$ cat config.mk
export PLATFORM = sky130hd
export DESIGN_NAME = dtree_walker
export DESIGN_NICKNAME = d
export VERILOG_FILES = /design/src/rtl/dtree_walker.sv
export SDC_FILE = /design/constraint.sdc
export NUM_CORES = 1
export LEC_CHECK = 0
export ABC_AREA = 1
export BUFFER_PORTS_ARGS = -buffer_cell sky130_fd_sc_hd__buf_4
export CORE_MARGIN = 2
export CORE_UTILIZATION = 52
export CTS_BUF_LIST = sky130_fd_sc_hd__clkbuf_8
export DETAILED_ROUTE_END_ITERATION = 10
export PLACE_DENSITY = 0.8
export SYNTH_ARGS = -nofsm -noshare
export SYNTH_HDL_FRONTEND = slang
export SYNTH_SLANG_ARGS = --single-unit
$ cat constraint.sdc
create_clock -name clk -period 4.75 [get_ports clk]
set_clock_uncertainty 0.15 [all_clocks]
set_input_delay 0.2375 -clock clk [delete_from_list [all_inputs] [get_ports clk]]
set_output_delay 0.2375 -clock clk [all_outputs]
set_load 0.005 [all_outputs]
$ cat src/rtl/dtree_walker.sv
// dtree_walker: decision-tree walk sequencer with idle-time host write arbitration
module dtree_walker #(
  parameter int WORDS = 8,
  parameter int N_FEAT = 8,
  parameter int FEAT_W = 12,
  parameter int MAX_STEPS = WORDS,
  parameter int AW = $clog2(WORDS)
) (
  input  logic                     clk,
  input  logic                     reset,
  input  logic                     start,
  input  logic [N_FEAT*FEAT_W-1:0] features,
  output logic                     busy,
  output logic                     done,
  output logic [7:0]               label,
  output logic                     err,
  input  logic                     cfg_we,
  input  logic [AW-1:0]            cfg_a,
  input  logic [23:0]              cfg_d,
  output logic                     cfg_ready,
  output logic                     mem_ce,
  output logic                     mem_we,
  output logic [AW-1:0]            mem_a,
  output logic [23:0]              mem_d,
  input  logic [23:0]              mem_q
);
  localparam int SW = $clog2(MAX_STEPS + 1);
  typedef enum logic [1:0] {IDLE, FETCH, EVAL, DONE} state_t;
  state_t state_q, state_d;
  logic [N_FEAT*FEAT_W-1:0] feat_q, feat_d;
  logic [AW-1:0] node_q, node_d;
  logic [SW-1:0] steps_q, steps_d;
  logic [7:0] label_q, label_d;
  logic err_q, err_d;
  logic [FEAT_W-1:0] fsel;
  logic [3:0] child;
  logic go_left, bad;
  logic fetch;
  // branch decision for the node word currently on mem_q
  always_comb begin
    fsel = feat_q[mem_q[22:20]*FEAT_W +: FEAT_W];
    go_left = $signed(fsel) < $signed(mem_q[19:8]);
    child = go_left ? mem_q[7:4] : mem_q[3:0];
    bad = 32'(child) >= WORDS || 32'(steps_q) == MAX_STEPS;
  end
  // walk sequencing: latch, fetch, evaluate, report
  always_comb begin
    state_d = state_q;
    feat_d = feat_q;
    node_d = node_q;
    steps_d = steps_q;
    label_d = label_q;
    err_d = err_q;
    case (state_q)
      IDLE: if (start) begin
        state_d = FETCH;
        feat_d = features;
        node_d = '0;
        steps_d = '0;
      end
      FETCH: begin
        steps_d = steps_q + SW'(1);
        state_d = EVAL;
      end
      EVAL: begin
        state_d = mem_q[23] || bad ? DONE : FETCH;
        label_d = mem_q[23] ? mem_q[7:0] : bad ? 8'd0 : label_q;
        err_d = mem_q[23] ? 1'b0 : bad ? 1'b1 : err_q;
        node_d = mem_q[23] || bad ? node_q : child[AW-1:0];
      end
      default: state_d = IDLE;
    endcase
  end
  // state and datapath registers
  always_ff @(posedge clk) begin
    if (reset) begin
      state_q <= IDLE;
      feat_q <= '0;
      node_q <= '0;
      steps_q <= '0;
      label_q <= '0;
      err_q <= 1'b0;
    end else begin
      state_q <= state_d;
      feat_q <= feat_d;
      node_q <= node_d;
      steps_q <= steps_d;
      label_q <= label_d;
      err_q <= err_d;
    end
  end
  // single memory port shared between walk fetches and idle-time host writes
  always_comb begin
    busy = state_q != IDLE;
    done = !reset && state_q == DONE;
    label = label_q;
    err = err_q;
    cfg_ready = !reset && state_q == IDLE && !start;
    fetch = !reset && state_q == FETCH;
    mem_we = cfg_we && cfg_ready;
    mem_ce = fetch || mem_we;
    mem_a = fetch ? node_q : mem_we ? cfg_a : '0;
    mem_d = mem_we ? cfg_d : '0;
  end
endmodule

==> reports/qor.yml <==
status:
  status: "finished, final reports clean"
critical_path:
  worstSetupPathType: "primary input to flop"
  cp.buffers_inverters: 3
  critPathTopFamily: "buffers and inverters"
  cp_data_arrival_time_ns: 3.92
  crit_required_ns: 4.97
  slowest_stage: "dlygate4sd3_1"
  end_kind: "flop"
  start_kind: "primary input"
  cp_slowest_stage_delay_ns: 0.54
  crit_chain: "buf_4 -> inv_2 -> o21ai_0 -> o22ai_1 -> nor2_1 -> a31oi_1 -> ha_1 -> a21oi_1 -> o21ai_0 -> nand4_1 -> nand3_1 -> nor2_1 -> nand3_2 -> nand3_1 -> nand3_2 -> nand2_4 -> nand2_4 -> a21oi_2 -> dlygate4sd3_1"
  reg2reg_slack_ns: 1.42
  cp_max_fo: 49
floorplan:
  die_x_um: 108
  rows: 37
  start_util: 0.537
  dieArea_um2: 11600
  io_pins: 192
  core_um2: 10400
  die_height_um: 108
synth:
  synth_seq_cells: 114
  synth_edf_count: 0
  async_flop_share: 0
  synth_top_area_frac: 0.410
  synth_cell_types: 30
  synthesis.nets: 986
  synth_flop_cell: "dfxtp_1"
  yosys_warnings: 0
  synthTopCellsByArea: "dfxtp_1, nor2_1, o21ai_0"
  netlist_area_um2: 5570
  seq_area_frac_synth: 0.410
  avgSynthCellArea_um2: 6.78
  synth_top_cell_by_area: "dfxtp_1"
  synth_cells: 822
sta:
  setup_viol: 0
  fmax_ghz: 0.270
  fin_hold_ws_ns: 0.106
  min_period_ns: 3.70
  grt_setup_unrepaired: "false"
  finalCritPeriodShare: 0.779
  relSlewSlack: 0.334
  worst_slew_pin_slew_ns: 0.999
  final_hold_viol_count: 0
  tns_ns: 0
  drv_slew: 0
routing:
  wl_per_cell_um: 15.6
  firstDrtPassIters: 6
  via_count: 6475
  drcViolationCount: 0
  via_per_inst: 5.26
  drt-total-wl_um: 19200
  final_antenna_net_count: 0
  first_iter_violations: 523
global_routing:
  track_usage: 0.336
  grt_pass1_wl_um: 30600
  grt_max_degree: 106
  grt_pass1_vias: 6309
  globalRoute.totalOverflow: 0
  antenna_found_initial: 0
pwr:
  vdd_drop_max_mv: 0.239
  p_leak_nw: 4.09
  p_total_w: 0.00276
  p_per_area_nw_per_um2: 327
cells_and_area:
  area_growth_pct: 51.5
  fin_area_um2: 8440
  final_common_cell: "nor2_1"
  antennaDiodeCount: 0
  fin_util: 0.814
  fin_nets: 1248
  drive_gt1_frac: 0.234
  final_cell_mix: "nor2_1, buf_4, o21ai_0"
clock_network:
  cts_tree: "built"
  htree_num_levels: 4
  clock_latency_ns: 0.43
  numCtsBuffers: 17
  postCtsSetupBuffers: 0
  ctsResizeCount: 0
  cts_root_buf: "clkbuf_8"
  cts_buffer_depth: 2
  clkTransAtPathRegs_ns: 0.07
  clock-sinks: 114
  ctsHoldBuffers: 100
job:
  drv_cap: 0
place:
  dpl_cell_area_um2: 6980
  gp_congestion: 0.945
  hpwl_um: 11800
  io_buffers: 191
worst_hold_path:
  hp-class: "primary input to flop"
==> worst register-to-register path, cell delays in order (launching register included) <==
cell and delay, ns:
dfxtp_1 0.33, nor2_1 0.05, nor2_1 0.16, o21ai_0 0.16
a31oi_1 0.22, ha_1 0.26, a21oi_1 0.13, o21ai_0 0.10
nand4_1 0.08, nand3_1 0.09, nor2_1 0.13, nand3_2 0.17
nand3_1 0.15, nand3_2 0.11, nand2_4 0.27, nand2_4 0.07
a21oi_2 0.11, dlygate4sd3_1 0.54
==> path summary, 6_finish.rpt <==
check / from / endpoint / cells after the start
setup / recovery: mem_q[20] / label[3]$_SDFFE_PP0P_ / 19
hold / removal: mem_q[5] / label[5]$_SDFFE_PP0P_ / 5
setup reg to reg: feat_q[31]$_SDFFE_PP0P_ / label[3]$_SDFFE_PP0P_ / 17
hold reg to reg: feat_q[36]$_SDFFE_PP0P_ / feat_q[36]$_SDFFE_PP0P_ / 2
==> flip-flops by register name (all words and copies together) (netlist names) <==
| signal | cells |
|---|---|
| steps_q | 4 |
| err | 1 |
| feat_q | 96 |
| state_q | 2 |
| label | 8 |
| node_q | 3 |
==> cell families (layout without fill, tap and decap cells) <==
kind of cell    after synthesis  count (layout)  share of synthesized area
compound gates              198             198                      0.200
fa+ha+maj                    13              13                     0.0292
buf+inv                     123             397                     0.0885
flops                       114             114                      0.410
simple gates                374             374                      0.272
==> per-stage QoR <==
| stage | cells | setup slack [ns] |
|---|---|---|
| floorplan | 822 | 1.94 |
| global route | 1232 | 0.685 |
| CTS | 1232 | 1.09 |
| detailed placement | 1101 | 1.09 |
| finish | 1232 | 1.05 |
| global placement | 1101 | 1.22 |
==> final cells by class <==
cell class	count	area, um2
clock buffers	20	275
clock inverters	11	184
fillers	693	1930
inverters	72	270
multi-input cells	585	2810
flip-flops and latches	114	2280
well taps	136	170
repair buffers	294	2460
==> power by group <==
| group | internal [W] | total [W] | switching (W) | leakage (nW) |
|---|---|---|---|---|
| Combinational | 0.000273 | 0.000597 | 0.000323 | 2.91 |
| Sequential | 0.00106 | 0.00111 | 0.0000552 | 0.942 |
| Clock | 0.000659 | 0.00105 | 0.000395 | 0.232 |
==> cells in the mapped netlist, drive strengths merged (3+ instances only) <==
| cell | number |
|---|---|
| inv | 71 |
| nor2 | 302 |
| buf | 5 |
| o21ai | 144 |
| clkbuf | 46 |
| dfxtp | 114 |
| a32o | 3 |
| a21oi | 26 |
| o22ai | 11 |
| a31oi | 11 |
| ha | 13 |
| nand2 | 43 |
| nor3 | 3 |
| nand3 | 24 |
==> per-layer routing <==
layer,routed length (um),global-route usage
met1,7710,0.401
met3,1570,0.0757
met4,709,0.147
met2,9240,0.575
met5,0,0
(Power assumes the default switching activity.)
